<file path="src/rtl/sram_burst_master_if.sv">
// Bundle of request, write-stream, read-stream, status and SRAM-port signals
// shared by sram_burst_master (master side) and its client/SRAM (slave side).
interface sram_burst_master_if #(
  parameter int ADDR_WIDTH = 8,
  parameter int DATA_WIDTH = 8,
  parameter int LEN_WIDTH  = 4
);
  logic                  req_valid;
  logic                  req_ready;
  logic                  req_write;
  logic [ADDR_WIDTH-1:0] req_addr;
  logic [LEN_WIDTH-1:0]  req_len;

  logic                  wr_valid;
  logic                  wr_ready;
  logic [DATA_WIDTH-1:0] wr_data;

  logic                  rd_valid;
  logic                  rd_ready;
  logic [DATA_WIDTH-1:0] rd_data;
  logic                  rd_last;

  logic                  done;
  logic                  err;

  logic                  mem_wren;
  logic                  mem_rden;
  logic [ADDR_WIDTH-1:0] mem_addr;
  logic [DATA_WIDTH-1:0] mem_wr_data;
  logic [DATA_WIDTH-1:0] mem_rd_data;

  modport master (
    input  req_valid, req_write, req_addr, req_len,
    input  wr_valid, wr_data,
    input  rd_ready,
    input  mem_rd_data,
    output req_ready, wr_ready,
    output rd_valid, rd_data, rd_last,
    output done, err,
    output mem_wren, mem_rden, mem_addr, mem_wr_data
  );

  modport slave (
    output req_valid, req_write, req_addr, req_len,
    output wr_valid, wr_data,
    output rd_ready,
    output mem_rd_data,
    input  req_ready, wr_ready,
    input  rd_valid, rd_data, rd_last,
    input  done, err,
    input  mem_wren, mem_rden, mem_addr, mem_wr_data
  );
endinterface

</file>
<file path="src/rtl/sram_burst_master.sv">
// Burst initiator for the single-port sram: one access per beat, incrementing address.
// Optional macro SRAM_BURST_BOUNDARY_CHECK_EN rejects bursts that would cross the top address.
module sram_burst_master #(
  parameter int ADDR_WIDTH = 8,
  parameter int DATA_WIDTH = 8,
  parameter int LEN_WIDTH  = 4
) (
  input  logic                clk,
  input  logic                rstn,
  sram_burst_master_if.master bus
);

  typedef enum logic [1:0] {IDLE, WRITE, READ, DRAIN} state_t;

  state_t                state, state_next;
  logic [ADDR_WIDTH-1:0] cur_addr, cur_addr_next;
  logic [LEN_WIDTH-1:0]  beats_left, beats_left_next;
  logic                  rd_valid, rd_valid_next;
  logic                  rd_last, rd_last_next;
  logic                  done, done_next;
  logic                  wr_beat;
  logic                  rd_issue;

`ifdef SRAM_BURST_BOUNDARY_CHECK_EN
  logic                  err, err_next;
  logic [ADDR_WIDTH:0]   req_end;
  logic                  req_oob;

  // Carry out of addr+len means the last beat would wrap past the top address.
  assign req_end = {1'b0, bus.req_addr} + (ADDR_WIDTH+1)'(bus.req_len);
  assign req_oob = req_end[ADDR_WIDTH];
`endif

  assign wr_beat  = (state == WRITE) && bus.wr_valid;
  // A read is issued only when the output slot is empty or being drained this cycle.
  assign rd_issue = (state == READ) && (!rd_valid || bus.rd_ready);

  always_comb begin
    // NOTE: every next value gets a default first, so no path leaves it unassigned and no latch is inferred.
    state_next      = state;
    cur_addr_next   = cur_addr;
    beats_left_next = beats_left;
    rd_valid_next   = rd_valid;
    rd_last_next    = rd_last;
    done_next       = 1'b0;
`ifdef SRAM_BURST_BOUNDARY_CHECK_EN
    err_next        = 1'b0;
`endif

    case (state)
      IDLE: begin
        if (bus.req_valid) begin
`ifdef SRAM_BURST_BOUNDARY_CHECK_EN
          if (req_oob) begin
            err_next = 1'b1;
          end else
`endif
          begin
            cur_addr_next   = bus.req_addr;
            beats_left_next = bus.req_len;
            state_next      = bus.req_write ? WRITE : READ;
          end
        end
      end

      WRITE: begin
        if (wr_beat) begin
          cur_addr_next   = cur_addr + ADDR_WIDTH'(1);
          beats_left_next = beats_left - LEN_WIDTH'(1);
          if (beats_left == '0) begin
            state_next = IDLE;
            done_next  = 1'b1;
          end
        end
      end

      READ: begin
        if (rd_issue) begin
          rd_valid_next   = 1'b1;
          rd_last_next    = (beats_left == '0);
          cur_addr_next   = cur_addr + ADDR_WIDTH'(1);
          beats_left_next = beats_left - LEN_WIDTH'(1);
          if (beats_left == '0) state_next = DRAIN;
        end
      end

      DRAIN: begin
        if (rd_valid && bus.rd_ready) begin
          rd_valid_next = 1'b0;
          rd_last_next  = 1'b0;
          done_next     = 1'b1;
          state_next    = IDLE;
        end
      end

      default: state_next = IDLE;
    endcase
  end

  always_ff @(posedge clk or negedge rstn) begin
    if (!rstn) begin
      state      <= IDLE;
      cur_addr   <= '0;
      beats_left <= '0;
      rd_valid   <= 1'b0;
      rd_last    <= 1'b0;
      done       <= 1'b0;
`ifdef SRAM_BURST_BOUNDARY_CHECK_EN
      err        <= 1'b0;
`endif
    end else begin
      // NOTE: registers update with non-blocking assignments so every flop samples pre-edge values.
      state      <= state_next;
      cur_addr   <= cur_addr_next;
      beats_left <= beats_left_next;
      rd_valid   <= rd_valid_next;
      rd_last    <= rd_last_next;
      done       <= done_next;
`ifdef SRAM_BURST_BOUNDARY_CHECK_EN
      err        <= err_next;
`endif
    end
  end

  assign bus.req_ready   = (state == IDLE);
  assign bus.wr_ready    = (state == WRITE);
  assign bus.mem_wren    = wr_beat;
  assign bus.mem_rden    = rd_issue;
  assign bus.mem_addr    = cur_addr;
  assign bus.mem_wr_data = bus.wr_data;
  // The sram holds its output while rden is low, so read data passes straight through.
  assign bus.rd_data     = bus.mem_rd_data;
  assign bus.rd_valid    = rd_valid;
  assign bus.rd_last     = rd_last;
  assign bus.done        = done;
`ifdef SRAM_BURST_BOUNDARY_CHECK_EN
  assign bus.err         = err;
`else
  assign bus.err         = 1'b0;
`endif

endmodule

</file>
<file path="src/flat_wrapper.sv">
// flat-port wrapper written by rule: the top's interface ports become plain ports
module sram_burst_master_flat 
#(
  parameter int ADDR_WIDTH = 8,
  parameter int DATA_WIDTH = 8,
  parameter int LEN_WIDTH  = 4
)
  (clk, rstn, bus_req_valid, bus_req_write, bus_req_addr, bus_req_len, bus_wr_valid, bus_wr_data, bus_rd_ready, bus_mem_rd_data, bus_req_ready, bus_wr_ready, bus_rd_valid, bus_rd_data, bus_rd_last, bus_done, bus_err, bus_mem_wren, bus_mem_rden, bus_mem_addr, bus_mem_wr_data);
  sram_burst_master_if #(.ADDR_WIDTH(ADDR_WIDTH), .DATA_WIDTH(DATA_WIDTH), .LEN_WIDTH(LEN_WIDTH)) bus_i ();
  input  logic clk;
  input  logic rstn;
  input wire logic [$bits(bus_i.req_valid)-1:0] bus_req_valid;
  input wire logic [$bits(bus_i.req_write)-1:0] bus_req_write;
  input wire logic [$bits(bus_i.req_addr)-1:0] bus_req_addr;
  input wire logic [$bits(bus_i.req_len)-1:0] bus_req_len;
  input wire logic [$bits(bus_i.wr_valid)-1:0] bus_wr_valid;
  input wire logic [$bits(bus_i.wr_data)-1:0] bus_wr_data;
  input wire logic [$bits(bus_i.rd_ready)-1:0] bus_rd_ready;
  input wire logic [$bits(bus_i.mem_rd_data)-1:0] bus_mem_rd_data;
  output wire logic [$bits(bus_i.req_ready)-1:0] bus_req_ready;
  output wire logic [$bits(bus_i.wr_ready)-1:0] bus_wr_ready;
  output wire logic [$bits(bus_i.rd_valid)-1:0] bus_rd_valid;
  output wire logic [$bits(bus_i.rd_data)-1:0] bus_rd_data;
  output wire logic [$bits(bus_i.rd_last)-1:0] bus_rd_last;
  output wire logic [$bits(bus_i.done)-1:0] bus_done;
  output wire logic [$bits(bus_i.err)-1:0] bus_err;
  output wire logic [$bits(bus_i.mem_wren)-1:0] bus_mem_wren;
  output wire logic [$bits(bus_i.mem_rden)-1:0] bus_mem_rden;
  output wire logic [$bits(bus_i.mem_addr)-1:0] bus_mem_addr;
  output wire logic [$bits(bus_i.mem_wr_data)-1:0] bus_mem_wr_data;
  assign bus_i.req_valid = bus_req_valid;
  assign bus_i.req_write = bus_req_write;
  assign bus_i.req_addr = bus_req_addr;
  assign bus_i.req_len = bus_req_len;
  assign bus_i.wr_valid = bus_wr_valid;
  assign bus_i.wr_data = bus_wr_data;
  assign bus_i.rd_ready = bus_rd_ready;
  assign bus_i.mem_rd_data = bus_mem_rd_data;
  assign bus_req_ready = bus_i.req_ready;
  assign bus_wr_ready = bus_i.wr_ready;
  assign bus_rd_valid = bus_i.rd_valid;
  assign bus_rd_data = bus_i.rd_data;
  assign bus_rd_last = bus_i.rd_last;
  assign bus_done = bus_i.done;
  assign bus_err = bus_i.err;
  assign bus_mem_wren = bus_i.mem_wren;
  assign bus_mem_rden = bus_i.mem_rden;
  assign bus_mem_addr = bus_i.mem_addr;
  assign bus_mem_wr_data = bus_i.mem_wr_data;
  sram_burst_master #(.ADDR_WIDTH(ADDR_WIDTH), .DATA_WIDTH(DATA_WIDTH), .LEN_WIDTH(LEN_WIDTH)) u_core (.clk(clk), .rstn(rstn), .bus(bus_i));
endmodule
</file>
<file path="config.mk">
export PLATFORM = sky130hd
export DESIGN_NAME = sram_burst_master_flat
export DESIGN_NICKNAME = d
export VERILOG_FILES = /design/src/rtl/sram_burst_master_if.sv /design/src/rtl/sram_burst_master.sv /design/src/flat_wrapper.sv
export SDC_FILE = /design/constraint.sdc
export NUM_CORES = 1
export LEC_CHECK = 0
export CORE_MARGIN = 3
export CORE_UTILIZATION = 43
export DETAILED_ROUTE_END_ITERATION = 8
export PLACE_DENSITY = 0.91
export SLEW_MARGIN = 20
export SYNTH_ARGS = -nofsm -noshare
export SYNTH_HDL_FRONTEND = slang
export SYNTH_SLANG_ARGS = --single-unit
</file>
<file path="constraint.sdc">
create_clock -name clk -period 3.4 [get_ports clk]
set_input_delay 0.51 -clock clk [delete_from_list [all_inputs] [get_ports clk]]
set_output_delay 0.51 -clock clk [all_outputs]
set_load 0.02 [all_outputs]
</file>
# == Word-level counts from Yosys, hierarchy flattened ==
# Index checks and enable logic that the tools add are counted.
# word_totals
reg_bits,17
latchBits,0
ram_bits,0
mem_bits_ro,0
inputBits,34
output_inout_bits,32
wordCells,54
mem_count,0
# classes
addsub,2
multipliers,0
div_mod_pow,0
n_lt_le_gt_ge,0
eq_ne,9
shifts,0
mux,25
bitwise,0
reduce_logical,12
# op_table
cell,n
$mux 8,3
$pmux 8 s3,1
$mux 2,7
$mux 4,3
$pmux 4 s3,1
$add 8x1->8 const B,1
$pmux 2 s4,1
$mux 1,6
$ne 2x1->1 const B,3
$ne 2x2->1 const B,3
$pmux 1 s2,3
$reduce_and 6->1,1
$eq 2x2->1 const B,2
$logic_not 4->1,1
$reduce_and 4->1,1
$sub 4x1->4 const B,1
$logic_and 1x1->1,3
$reduce_and 3->1,1
$reduce_bool 3->1,1
$eq 2x1->1 const B,1
$logic_not 2->1,1
$reduce_bool 2->1,1
$logic_not 1->1,1
$logic_or 1x1->1,1

# == Depth between registers and ports, before layout ==
# depth
depth_word,5
depth_mapped,8
depth_no_buf,6

# == Worst setup path after synthesis ==
# Ideal clock, no wire load.
# synth_path
kind,reg2reg
from,register u_core.state[0]
to,register u_core.beats_left[0]
t_arrival_ps,1721
t_required_ps,3273
setup_slack_ps,1552
path_stages_with_launch,8
path_buffers,1
synth_period_minus_slack_ps,1848
cell_sequence,dfrtp_1 > inv_1 > ha_1 > nor2b_2 > or4_1 > buf_2 > a21oi_2 > mux2i_1
# synth_via
elab_cells_between_ends,11
# synth_rtl
element,line_no,rtl
"start, declared",sram_burst_master.sv:15,"state_t state, state_next;"
"start signal, assigned",sram_burst_master.sv:113,state <= state_next;
$logic_not 2->1 (*),n/a,
net bus_req_ready,flat_wrapper.sv:20,output wire logic [$bits(bus_i.req_ready)-1:0] bus_req_ready;
$ne 2x2->1 (no line) or $reduce_bool 3->1 (tied branches),n/a,
$reduce_and 4->1 (no line),n/a,
"end signal, assigned",sram_burst_master.sv:115,beats_left <= beats_left_next;
"end, declared",sram_burst_master.sv:17,"logic [LEN_WIDTH-1:0] beats_left, beats_left_next;"
# Mark *: on every way through the listed nets, which the timed path passes. The rest lies on a longest branch.
# A chain may end at the register's enable or synchronous reset.

# == Worst setup path in the final report ==
# layout_path
from,register u_core.state[0]
to,output port bus_mem_rden
# layout_via
elab_chain_cells,2
# layout_lines
element,line_no,rtl
$eq 2x2->1,sram_burst_master.sv:36,assign rd_issue = (state == READ) && (!rd_valid || bus.rd_ready);
$logic_and 1x1->1,sram_burst_master.sv:36,
"end, declared",flat_wrapper.sv:28,output wire logic [$bits(bus_i.mem_rden)-1:0] bus_mem_rden;
# No other way between the ends.

==> reports/qor.txt <==
Final GP Congestion = 0.799
Kind of critical path = flip-flop to output pin
Cell variety after synth = 38
Clk buf depth = 2
Fill cell count = 269
CTS H-tree lvls = 1
Status = finished, final reports clean
Setup total negative slack = 0 ps
Vias per cell = 5.77
Die extent in y = 60.9 µm
Setup-failing EPs final = 0
Crit path max fanout = 8
I/O Buffers = 32
Commonest non-fill, non-tap cell in the layout = clkdlybuf4s50_1
Share of cells above drive strength 1 = 7.55%
Netlist area before placement = 1300 µm²
Post-cts resize count = 0
Hold Path Stages = 2
Yosys warning count = 0
R2r startpoint = u_core.state[0]
Flip-flop and latch count after synthesis = 17
Pwr dens = 1070 nW/µm²
FP Rows = 19
Max-Cap Viols = 0
DRT antenna net count = 0
Hold Path Origin = u_core.bus.rd_last
Cell count after synthesis = 146
WHS Endpoint = u_core.bus.rd_last
Core area = 2810 µm²
Worst Clk Skew = 5.14 ps
Power Total = 1.61 mW
First-pass GRT wire length = 4750 µm
Post-Syn Area per Cell = 8.88 µm²
Most frequent cells in the layout = clkdlybuf4s50_1 (32), dfrtp_1 (17), nand2_1 (14)
CTS Root Cell = clkbuf_4
Worst-case reg-to-reg path depth = 6
Starting DRT DRC Count = 27
Pleak = 0.645 nW
CTS tree = built
Post-Syn Nets = 187
Clock sinks = 17
Hold_ws = 529 ps
GRT Util Overall = 16.6%
Hold Buf Count CTS = 0
Period utilization = 73.3%
Final #Nets = 201
Critical Path AT = 1980 ps
CTS buffer count = 3
Setup slack, reg-to-reg = 1250 ps
Seq/Total Area, Yosys = 32.8%
Min-Delay Path Class = flip-flop to flip-flop
Vias in the first global route = 1,074
Drt pass-1 iters = 4
Initial antenna violation count = 0
F_max = 401 MHz
Least-Margin Pin Slew = 885 ps
Die Area = 3710 µm²
Routed WL per cell = 15.0 µm
Post-CTS Setup Inserts = 0
CP Launch Type = flip-flop
Slew Limit Headroom = 40.5%
Crit path capture type = output pin
Clock insertion delay at the later pin of the skew report = 300 ps
Number of diodes = 0
Initial Utilization = 46.2%
Minimum clock period = 2490 ps
Max-slew violations = 0
Final Hold Viols = 0
RSZ-0062 raised after global routing = no
WL final = 2850 µm
Io pins = 66
Largest net degree at the start of global routing = 20
HPWL Detailed = 2200 µm
Die Width = 60.9 µm
Post-route DRC = 0
DR vias = 1,097
Reg clk slew, reported paths = 100 ps
Worst VDD drop = 0.490 mV
R2R Path End = u_core.bus.mem_addr[6]
Layout area overhead = 15.7%
Crit path required time = 2890 ps
Gr ovfl total = 0
## synthesized netlist by cell type
| cell type | number | share of area [%] |
|---|---|---|
| a21oi_1 | 8 | 3.1 |
| a21oi_2 | 1 | 0.68 |
| a31oi_1 | 5 | 2.4 |
| a32o_1 | 1 | 0.77 |
| a32oi_1 | 1 | 0.68 |
| and2_1 | 1 | 0.48 |
| and2_2 | 1 | 0.58 |
| and2b_2 | 1 | 0.68 |
| and2b_4 | 1 | 0.77 |
| and3_1 | 4 | 1.9 |
| and3b_4 | 1 | 0.97 |
| buf_2 | 2 | 0.77 |
| buf_4 | 17 | 9.8 |
| buf_6 | 2 | 1.7 |
| buf_8 | 1 | 1.2 |
| clkbuf_4 | 1 | 0.58 |
| conb_1 | 1 | 0.29 |
| dfrtp_1 | 17 | 33 |
| ha_1 | 7 | 6.8 |
| inv_1 | 6 | 1.7 |
| mux2i_1 | 7 | 5.4 |
| nand2_1 | 14 | 4.1 |
| nand2b_1 | 4 | 1.9 |
| nand3_1 | 10 | 3.9 |
| nand3b_1 | 1 | 0.58 |
| nand4_1 | 1 | 0.48 |
| nand4b_1 | 3 | 2.0 |
| nor2_1 | 5 | 1.4 |
| nor2b_2 | 1 | 0.68 |
| nor3_1 | 2 | 0.77 |
| nor3b_1 | 1 | 0.58 |
| nor3b_2 | 1 | 0.97 |
| nor4_1 | 3 | 1.4 |
| nor4_4 | 1 | 1.6 |
| o211ai_1 | 1 | 0.58 |
| o21ai_0 | 9 | 3.5 |
| o21ai_1 | 2 | 0.77 |
| or4_1 | 1 | 0.58 |
## worst max-delay path: stages (launching register included)
cell and delay (ps):
dfrtp_1 410, inv_1 140, ha_1 330, and2_2 210, clkdlybuf4s50_1 600
## routing by layer
layer | part of all wire (%) | routed length, µm | track usage (%) | vias up
met5 | 0 | 0 | 0 | -
met4 | 2.4 | 68 | 5.57 | 0
met3 | 8.5 | 242 | 4.89 | 8
met2 | 49 | 1410 | 28.1 | 41
met1 | 40 | 1130 | 20.1 | 521
li1 | - | - | - | 527
## where the power goes
group / internal (mW) / total (mW) / switching (mW)
Combinational: 0.465 / 1.07 / 0.608
Clock: 0.0438 / 0.113 / 0.0690
Sequential: 0.310 / 0.425 / 0.115
Total: 0.819 / 1.61 / 0.792
## through the flow
| step | util [%] | area [µm²] | setup WS, ps | std cells |
|---|---|---|---|---|
| floorplan | - | 1300 | 1550 | 146 |
| global placement | 52.5 | 1470 | 1000 | 186 |
| detailed placement | 52.5 | 1470 | 952 | 186 |
| CTS | 53.5 | 1500 | 906 | 190 |
| global route | 53.5 | 1500 | 814 | 190 |
| finish | 53.5 | 1500 | 907 | 190 |
## logic make-up after synthesis
family	after synthesis	share of synthesized area, %
simple gates	57	26.4
buf+inv	29	15.8
compound gates	28	12.5
flops	17	32.8
mux	7	5.41
fa+ha+maj	7	6.76
other cells	1	0.289
## sequential cells by signal (all words and copies together), names as in the netlist
register	flops
u_core.bus.done	1
u_core.bus.rd_valid	1
u_core.state	2
u_core.bus.rd_last	1
u_core.bus.mem_addr	8
u_core.beats_left	4
## how the worst max path moves through the flow
stage                    startpoint                    to  depth (start not counted)
global placement       bus_rd_ready          bus_mem_rden                          4
floorplan           u_core.state[0]  u_core.beats_left[0]                          7
finish              u_core.state[0]          bus_mem_rden                          4
global route        u_core.state[0]          bus_mem_rden                          4
CTS                 u_core.state[0]          bus_mem_rden                          4
detailed placement     bus_rd_ready          bus_mem_rden                          4
## cell type report
cell class / instances / area [µm²] / area share [%]
clock buffer: 3 / 22.5 / 1.50
clock inverter: 1 / 5.00 / 0.334
inverter: 6 / 22.5 / 1.50
multi-input combinational: 100 / 666 / 44.4
sequential: 17 / 425 / 28.4
tap: 31 / 38.8 / 2.59
timing repair buffer: 32 / 320 / 21.4
No activity file was read; power rests on OpenSTA's default activity.
